--- src/rtl/cbz_cbnz.sv ---
// cbz_cbnz: control-word generator for the LEGv8 CBZ/CBNZ compare-and-branch
// instructions. It decodes the instruction word and the Rt zero flag into a
// 94-bit control word, registered with a one-cycle latency. The word is
// all-zero for any other instruction, so the top-level decoder can OR the
// outputs of all instruction classes together.
module cbz_cbnz #(
  parameter logic [7:0] CBZ_OPC  = 8'hB4,
  parameter logic [7:0] CBNZ_OPC = 8'hB5
) (
  input  logic        clock,
  input  logic        reset,
  input  logic [31:0] i,
  input  logic        z,
  output logic [93:0] CW
);

  // Program-counter select codes driven on PS.
  localparam logic [1:0] PS_INC4   = 2'b01;
  localparam logic [1:0] PS_OFFSET = 2'b11;

  // ALU function: pass operand A through unchanged.
  localparam logic [4:0] FS_PASS_A = 5'b00100;

  // Widens the 19-bit word offset to a 64-bit signed constant.
  function automatic logic [63:0] sext_imm19(input logic [18:0] imm);
    sext_imm19 = {{45{imm[18]}}, imm};
  endfunction

  // Packs the individual fields into the control-word layout, MSB first.
  function automatic logic [93:0] pack_cw(
    input logic [4:0]  da,
    input logic [4:0]  sa,
    input logic [4:0]  sb,
    input logic [4:0]  fs,
    input logic [1:0]  ps,
    input logic [1:0]  en,
    input logic        reg_write,
    input logic        mem_write,
    input logic        pc_sel,
    input logic        b_sel,
    input logic        status_load,
    input logic [63:0] k,
    input logic        state
  );
    pack_cw = {da, sa, sb, fs, ps, en, reg_write, mem_write, pc_sel, b_sel,
               status_load, k, state};
  endfunction

  logic [7:0]  opc;
  logic [4:0]  rt;
  logic [18:0] imm19;
  logic        is_cbz;
  logic        is_cbnz;
  logic        match;
  logic        taken;
  logic [1:0]  ps;
  logic [93:0] cw_d;
  logic [93:0] cw_q;

  assign opc   = i[31:24];
  assign rt    = i[4:0];
  assign imm19 = i[23:5];

  // Classify the instruction and resolve the branch direction from z.
  always_comb begin
    is_cbz  = 1'b0;
    is_cbnz = 1'b0;
    if (opc == CBZ_OPC) begin
      is_cbz = 1'b1;
    end
    if (opc == CBNZ_OPC) begin
      is_cbnz = 1'b1;
    end
    match = is_cbz | is_cbnz;
    taken = (is_cbz & z) | (is_cbnz & ~z);
    ps    = taken ? PS_OFFSET : PS_INC4;
  end

  // Build the next control word; every field stays zero for non-branch words.
  always_comb begin
    cw_d = '0;
    if (match) begin
      cw_d = pack_cw(
        rt,                 // DA
        rt,                 // SA
        rt,                 // SB
        FS_PASS_A,          // FS
        ps,                 // PS
        2'b00,              // enable
        1'b0,               // regWrite
        1'b0,               // memWrite
        1'b0,               // PC_sel
        1'b0,               // B_sel
        1'b0,               // status_load
        sext_imm19(imm19),  // k, supplied whether or not the branch is taken
        1'b0                // state: single-state instruction
      );
    end
  end

  // Output register; an asserted (low) reset clears the word on the edge.
  always_ff @(posedge clock) begin
    if (!reset) begin
      cw_q <= '0;
    end else begin
      cw_q <= cw_d;
    end
  end

  assign CW = cw_q;

endmodule

--- config.mk ---
export PLATFORM = sky130hd
export DESIGN_NAME = cbz_cbnz
export DESIGN_NICKNAME = d
export VERILOG_FILES = /design/src/rtl/cbz_cbnz.sv
export SDC_FILE = /design/constraint.sdc
export NUM_CORES = 1
export LEC_CHECK = 0
export BUFFER_PORTS_ARGS = -buffer_cell sky130_fd_sc_hd__buf_2
export CAP_MARGIN = 20
export CORE_ASPECT_RATIO = 1.25
export CORE_MARGIN = 4
export CORE_UTILIZATION = 41
export DETAILED_ROUTE_END_ITERATION = 10
export GPL_ROUTABILITY_DRIVEN = 0
export MAX_ROUTING_LAYER = met4
export PLACE_DENSITY = 0.89
export SLEW_MARGIN = 30
export SYNTH_ARGS = -nofsm -noshare
export SYNTH_HDL_FRONTEND = slang
export SYNTH_SLANG_ARGS = --single-unit
--- constraint.sdc ---
create_clock -name clock -period 4.3 [get_ports clock]
set_clock_uncertainty 0.2 [all_clocks]
set_input_delay 0.215 -clock clock [delete_from_list [all_inputs] [get_ports clock]]
set_output_delay 0.215 -clock clock [all_outputs]
set_load 0.05 [all_outputs]
* Word level (Yosys, flattened, before mapping) *
Cells that the tools add are included.

word-level totals
  bits in registers = 94
  input port bits = 35
  output and inout bits = 94
  logic and storage cells = 14

operators by class
  eq/ne operators = 2
  mux-type cells = 4
  bitwise operators = 5
  reductions and logical operators = 1

operator list
  kind                                         count
  two-way mux 77 bit                           1
  equality test 8 bit (second input constant)  2
  AND 1 bit                                    2
  two-way mux 1 bit                            2
  two-way mux 2 bit                            1
  OR 1 bit                                     2
  AND reduction 2 bit                          1
  NOT 1 bit                                    1

* Logic depth before layout (Yosys ltp) *
Gate-level depths: netlist of run 1.

  word-level depth = 6
  mapped depth = 4
  gate-level depth less buffers = 2

* Worst setup path after synthesis of run 1 *
No wires, ideal clock.

  kind = reg-to-output
  start = register, netlist name CW[64]
  end = output CW[20]
  data arrival time = 1.697 ns
  required time = 3.885 ns
  setup slack = 2.188 ns
  stages on the path, launching flop included = 2
  path through = dfxtp_1 -> buf_4

RTL lines
  element        RTL line  RTL
  end, declared  14        output logic [93:0] CW

==> summary.md, run 1 <==
| Metric | Value |
|---|---|
| Run status | `completed` |
| Aggregate global routing overflow | `0` |
| Drt via density | `4.09` |
| Net count reported at finish | `271` |
| DIE AREA | `around 0.0047 mm2` |
| Detailed-route via count | `~1100` |
| CTS Root Cell | `sky130_fd_sc_hd__clkbuf_8` |
| Share of final-layout standard cells stronger than drive strength 1 | `0.600` |
| Number of distinct standard cells referenced by the synthesized netlist | `14` |
| Max reg flops | `27` |
| Post-Place Cell Area | `0.00159 mm2` |
| Final Hold Violating Endpoints | `0` |
| CTS H-tree depth | `1` |
| Yosys top cell area share | `0.364` |
| Startpoint class of the critical path | `flip-flop` |
| Maximum operating frequency | `a little under 0.6 GHz` |
| Synthesized instance count | `154` |
| Final hold slack | `~0.016 ns` |
| Largest delay contributor family on the critical path | `flip-flops` |
| Post-detailed-routing wire length | `3130 um` |
| Detailed-route wire length per cell | `about 11 um` |
| CTS tree | `done` |
| Share of the clock period used by the worst path | `0.393` |
| Worst VDD drop | `0.000238 V` |
| Hold path start | `i[24]` |
| Most common cell after layout, fill and taps aside | `sky130_fd_sc_hd__buf_2` |
| Warnings, synthesis | `0` |
| Quantity of I/O buffers inserted on ports | `116` |
| #FFs+latches synth | `27` |
| I/O pins | `129` |
| Worst hold endpoint | `CW[73]` |
| Cells along the critical path | `buf_2` |
| Row count | `24` |
| Max transition margin | `0.374` |
| Summed negative setup slack over all endpoints | `0 ns` |
| Adder-Cell Fraction of Synth Area | `0` |
| Data required time of the worst path | `3.88 ns` |
| ANT nets after route | `0` |
| Compound-gate portion of the synthesized area | `0` |
| Starting density of the core | `0.426` |
| Synth-to-layout area growth | `25.0%` |
| Crit. End Element | `output pin` |
| Post-Layout Inst Area | `approximately 0.0019 mm2` |
| Part of the Yosys area used for sequential elements | `0.364` |
| Standby leakage power | `1.14 nW` |
| Largest cells by area after synthesis | `sky130_fd_sc_hd__dfxtp_1 (36%), sky130_fd_sc_hd__buf_4 (34%), sky130_fd_sc_hd__nor3_2 (11%), sky130_fd_sc_hd__inv_1 (6.1%), sky130_fd_sc_hd__nor3_1 (2.4%)` |
| Cell with the biggest individual delay on the critical path | `sky130_fd_sc_hd__dfxtp_2` |
| Maximum fanout encountered on the critical timing path | `46` |
| Post-Synthesis Cell Area | `0.00149 mm2` |
| Count of endpoints failing setup in the final report | `0` |
| Deepest clock path buffer count | `2` |
| DRC violation total after the first TritonRoute iteration | `10` |
| Pins Over Slew Limit | `0` |
| Cell type contributing the most total cell area after synthesis | `sky130_fd_sc_hd__dfxtp_1` |
| Worst EP arrival | `roughly 1.3 ns` |
| Commonest cells after routing, fill and taps aside | `sky130_fd_sc_hd__buf_2 (116), sky130_fd_sc_hd__dfxtp_1 (26), sky130_fd_sc_hd__inv_1 (24), sky130_fd_sc_hd__dlygate4sd3_1 (22), sky130_fd_sc_hd__nor3_2 (16)` |
| Number of buffer and inverter instances along the worst setup path | `1` |
| First-pass DRT Iterations | `4` |
| Clock transition time at the flip-flop clock pins of the worst setup and hold paths | `0.08 ns` |
| Path class of the lowest-slack min-delay path | `input port to flip-flop` |
| Ant. Diodes | `0` |
| Pin count of the biggest net entering global routing | `47` |
| Min-Delay Path Depth | `3` |
| Placeable core area | `approximately 0.0035 mm2` |
| Half-perimeter wire length after detailed placement | `2250 um` |
| Post-CTS setup repair buffer count | `0` |
| Actual transition at the worst max-transition pin | `0.939 ns` |
| Via count of the first global-routing pass | `about 1000` |
| Unrepaired setup endpoints after global routing | `no` |
| Min setup slack post-route | `2.61 ns` |
| Simple logic cell fraction of the synthesized area | `0.182` |
| Power density over the cells | `250 mW/mm2` |
| Setup CP Type | `flip-flop to output pin` |
| Number of CTS-inserted buffers | `3` |
| Number of antenna violations at the first check in global routing | `0` |
| Multiplexer fraction of the synthesized cell area | `0` |
| Placement Setup Slack | `2.39 ns` |
| Count of unresolved DRC violations after routing | `0` |
| Global-route usage over all layers | `0.129` |
| Number of sinks on the clock net | `27` |
| Dominant combinational cell family by area after synthesis | `buffers and inverters` |
| Global-route wire length before repair | `4370 um` |
| Die Wd | `roughly 62 um` |
| Tmin final | `roughly 1.7 ns` |
| Vertical die dimension | `75.3 um` |
| Xor/xnor share of the synthesized area | `0.00590` |
| Number of max-cap violations | `0` |
| Largest stage delay, worst path | `0.65 ns` |
| Average cell area after synthesis | `approximately 9.6 um2` |
[report_power, final]
group | internal (W) | total, W | switching (W) | leakage [nW]
clock | 0.0000647 | 0.000138 | 0.0000731 | 0.0255
sequential | 0.000250 | 0.000251 | 0.000000293 | 0.218
combinational | 0.0000289 | 0.0000767 | 0.0000478 | 0.898
[layout make-up]
| class | instances | area, um2 |
|---|---|---|
| tap | 39 | 48.8 |
| multi-input combinational | 42 | 329 |
| clock buffer | 3 | 41.3 |
| timing repair buffer | 138 | 801 |
| clock inverter | 1 | 5.00 |
| inverter | 24 | 90.1 |
| fill | 304 | 1630 |
| sequential | 27 | 542 |
[routing by layer]
layer,track usage,part of all wire,vias to the layer above
li1,-,-,544
met1,0.154,0.36,477
met2,0.210,0.48,93
met3,0.0203,0.13,8
met4,0.0590,0.025,0
met5,-,0,-
[kinds of logic (layout without fill, tap and decap cells)]
kind of cell              count (synthesis)  after routing
buffers and inverters                    96            166
and+or+nand+nor                          29             29
DFF                                      27             27
other                                     1             12
xor gates and xnor gates                  1              1
[worst max-delay path by stage]
stage | slack [ns] | cells after the start | end | startpoint
after CTS | 2.19 | 1 | CW[29] | CW[64]
after detailed placement | 2.39 | 3 | CW[73] | i[30]
after floorplan | 2.19 | 1 | CW[20] | CW[64]
after global routing | 2.42 | 1 | CW[30] | CW[64]
final | 2.61 | 1 | CW[29] | CW[64]
after global placement | 2.44 | 3 | CW[73] | i[30]
[synth_stat cells]
| master | count |
|---|---|
| sky130_fd_sc_hd__inv_1 | 24 |
| sky130_fd_sc_hd__conb_1 | 1 |
| sky130_fd_sc_hd__buf_8 | 1 |
| sky130_fd_sc_hd__nor3_2 | 16 |
| sky130_fd_sc_hd__nand4b_4 | 1 |
| sky130_fd_sc_hd__nor3_1 | 7 |
| sky130_fd_sc_hd__buf_4 | 67 |
| sky130_fd_sc_hd__nor3_4 | 2 |
| sky130_fd_sc_hd__buf_12 | 1 |
| sky130_fd_sc_hd__nand4bb_1 | 1 |
| sky130_fd_sc_hd__nor2_1 | 2 |
| sky130_fd_sc_hd__xnor2_1 | 1 |
| sky130_fd_sc_hd__dfxtp_1 | 27 |
| sky130_fd_sc_hd__buf_6 | 3 |
[per-stage QoR]
step                      total power (W)  std cells  utilization
final                            0.000465        274        0.533
after global routing             0.000485        274        0.533
after CTS                        0.000469        274        0.533
after detailed placement         0.000317        248        0.456
after global placement           0.000316        248        0.456
after floorplan                  0.000311        165            -
[timing repair]
action | in CTS | in global routing
resized for setup | 0 | 0
endpoints found under the hold margin | 22 | 0
hold buffers | 22 | 0
Note: power is estimated with default switching activity, not from simulation.
==> run 2: changes to the inputs <==
CORE_UTILIZATION = 38   (was 41)
PLACE_DENSITY = 0.83   (was 0.89)
clock period = 1.7 ns   (was 4.3 ns; I/O delays follow)
==> run 2 against run 1 <==
- utilization down 0.64 points
- die area up 6.9%
- setup slack worse by 2.5 ns
- combinational power rose to 2.7 times the previous value
- final area increased by 7.3%
- critical path depth rose by 4
- first-iteration DRC count unchanged
- sequential share of layout area down 1.9 points
- total power grew to 2.6 times the previous value
- clock power rose to 2.7 times the previous value
- critical endpoint is now CW[73]
- largest cell class unchanged
==> summary.md, run 2 (same netlist as run 1, synthesis figures left out) <==
| Metric | Value |
|---|---|
| Commonest cells after routing, fill and taps aside | `sky130_fd_sc_hd__buf_2 (116), sky130_fd_sc_hd__dlygate4sd3_1 (31), sky130_fd_sc_hd__dfxtp_1 (26), sky130_fd_sc_hd__inv_1 (24), sky130_fd_sc_hd__nor3_2 (16) (was sky130_fd_sc_hd__buf_2 (116), sky130_fd_sc_hd__dfxtp_1 (26), sky130_fd_sc_hd__inv_1 (24), sky130_fd_sc_hd__dlygate4sd3_1 (22), sky130_fd_sc_hd__nor3_2 (16))` |
| ANT nets after route | `0 (unchanged)` |
| Post-CTS setup repair buffer count | `0 (unchanged)` |
| First-pass DRT Iterations | `3 (was 4)` |
| Startpoint class of the critical path | `input port (was flip-flop)` |
| Die Wd | `63.9 um (was 61.8 um)` |
| Half-perimeter wire length after detailed placement | `2260 um (was 2250 um)` |
| Starting density of the core | `0.392 (was 0.426)` |
| Crit. End Element | `flip-flop (was output pin)` |
| Number of sinks on the clock net | `27 (unchanged)` |
| Detailed-route via count | `1173 (was 1122)` |
| Share of the clock period used by the worst path | `0.913` |
| Vertical die dimension | `77.9 um (was 75.3 um)` |
| CTS tree | `done (unchanged)` |
| Total power | `0.00121 W (was 0.000465 W)` |
| Placement Setup Slack | `0.392 ns (was 2.39 ns)` |
| Row count | `25 (was 24)` |
| Clock transition time at the flip-flop clock pins of the worst setup and hold paths | `0.09 ns (was 0.08 ns)` |
| Drt via density | `3.90 (was 4.09)` |
| Most common cell after layout, fill and taps aside | `sky130_fd_sc_hd__buf_2 (unchanged)` |
| Via count of the first global-routing pass | `1142 (was 999)` |
| Maximum operating frequency | `0.644 GHz` |
| Path class of the lowest-slack min-delay path | `input port to flip-flop (unchanged)` |
| CTS Root Cell | `sky130_fd_sc_hd__clkbuf_8 (unchanged)` |
| Count of unresolved DRC violations after routing | `0 (unchanged)` |
| Unrepaired setup endpoints after global routing | `no (unchanged)` |
| Power density over the cells | `607 mW/mm2 (was 250 mW/mm2)` |
| Deepest clock path buffer count | `2 (unchanged)` |
| Number of max-cap violations | `0 (unchanged)` |
| Global-route wire length before repair | `5450 um (was 4370 um)` |
| Number of antenna violations at the first check in global routing | `0 (unchanged)` |
| Maximum fanout encountered on the critical timing path | `1 (was 46)` |
| Synth-to-layout area growth | `34.2% (was 25.0%)` |
| DRC violation total after the first TritonRoute iteration | `10 (unchanged)` |
| Tmin final | `1.55 ns` |
| Summed negative setup slack over all endpoints | `0 ns (unchanged)` |
| Pins Over Slew Limit | `0 (unchanged)` |
| DIE AREA | `0.00498 mm2 (was 0.00466 mm2)` |
| Cell repeated most along the worst path | `sky130_fd_sc_hd__dlygate4sd3_1` |
| Data required time of the worst path | `1.70 ns (was 3.88 ns)` |
| Net count reported at finish | `283 (was 271)` |
| Largest stage delay, worst path | `0.56 ns (was 0.65 ns)` |
| Largest delay contributor family on the critical path | `buffers and inverters (was flip-flops)` |
| Run status | `completed (unchanged)` |
| Share of final-layout standard cells stronger than drive strength 1 | `0.583 (was 0.600)` |
| Count of endpoints failing setup in the final report | `0 (unchanged)` |
| CTS H-tree depth | `1 (unchanged)` |
| I/O pins | `129 (unchanged)` |
| Cell with the biggest individual delay on the critical path | `sky130_fd_sc_hd__dlygate4sd3_1 (was sky130_fd_sc_hd__dfxtp_2)` |
| Worst EP arrival | `1.55 ns (was 1.28 ns)` |
| Min setup slack post-route | `0.147 ns (was 2.61 ns)` |
| Ant. Diodes | `0 (unchanged)` |
| Pin count of the biggest net entering global routing | `47 (unchanged)` |
| Number of CTS-inserted buffers | `3 (unchanged)` |
| Max reg flops | `27 (unchanged)` |
| Placeable core area | `0.00378 mm2 (was 0.00348 mm2)` |
| Post-detailed-routing wire length | `3520 um (was 3130 um)` |
| Quantity of I/O buffers inserted on ports | `116 (unchanged)` |
| Number of buffer and inverter instances along the worst setup path | `3 (was 1)` |
| Aggregate global routing overflow | `0 (unchanged)` |
| Standby leakage power | `1.20 nW (was 1.14 nW)` |
| Cells along the critical path | `dlygate4sd3_1, buf_2, xnor2_1, dlygate4sd3_1, nor3_1 (was buf_2)` |
| Global-route usage over all layers | `0.142 (was 0.129)` |
| Setup CP Type | `input port to flip-flop (was flip-flop to output pin)` |
| Detailed-route wire length per cell | `11.7 um (was 11.4 um)` |
| Worst VDD drop | `0.000644 V (was 0.000238 V)` |
| Final Hold Violating Endpoints | `0 (unchanged)` |
[run 2: changes by cell type in the layout (fill, tap and decap cells not counted)]
cell	change
sky130_fd_sc_hd__buf_4	+3
sky130_fd_sc_hd__clkinv_2	-1
sky130_fd_sc_hd__clkinvlp_4	+1
sky130_fd_sc_hd__dfxtp_2	-1
sky130_fd_sc_hd__dfxtp_4	+1
sky130_fd_sc_hd__dlygate4sd3_1	+9
[run 2: where the power goes]
part           switching, W  leakage, nW  internal [W]  total, W
clock              0.000201       0.0217      0.000166  0.000367
combinational      0.000126        0.957     0.0000839  0.000210
sequential      0.000000717        0.218      0.000632  0.000632
total              0.000327         1.20      0.000882   0.00121
[run 2: tightest hold or removal path: cells and delay by family]
| family | cells | cell delay (ns) |
|---|---|---|
| AND/OR/NAND/NOR | 2 | 0.33 |
| buffers and inverters | 1 | 0.08 |
[run 2: metal layers]
| layer | vias to the layer above | wire length (um) | GRT usage |
|---|---|---|---|
| met5 | - | 0 | - |
| met4 | 0 | 36 | 0.0389 |
| met3 | 5 | 364 | 0.0289 |
| met2 | 83 | 1820 | 0.257 |
| met1 | 517 | 1300 | 0.155 |
| li1 | 568 | - | - |
[run 2: metrics by stage]
step,std cells,util,hold WS [ns],instance area [um2]
final,301,0.527,0.0686,1990
after global routing,301,0.527,0.0800,1990
after CTS,301,0.526,0.0729,1990
after detailed placement,266,0.431,0.110,1630
after global placement,266,0.431,0.108,1630
after floorplan,165,-,-0.00236,1530
[run 2: cell type report]
cell class,instances,area [um2]
Sequential cell,27,544
Inverter,24,90.1
Fill cell,333,1790
Clock buffer,3,41.3
Clock inverter,1,7.51
Tap cell,54,67.6
Timing Repair Buffer,150,913
Multi-Input combinational cell,42,329
[run 2: final timing paths]
check	slack, ns	start	depth (start not counted)	to
worst max-delay path	0.15	z	5	CW[73]
worst min-delay path	0.07	i[27]	3	CW[9]
[run 2: what timing repair did]
action                                 in CTS  in global routing
hold buffers                               31                  0
setup endpoints to repair                   0                 46
endpoints found under the hold margin      25                  0
resized for setup                           0                  1
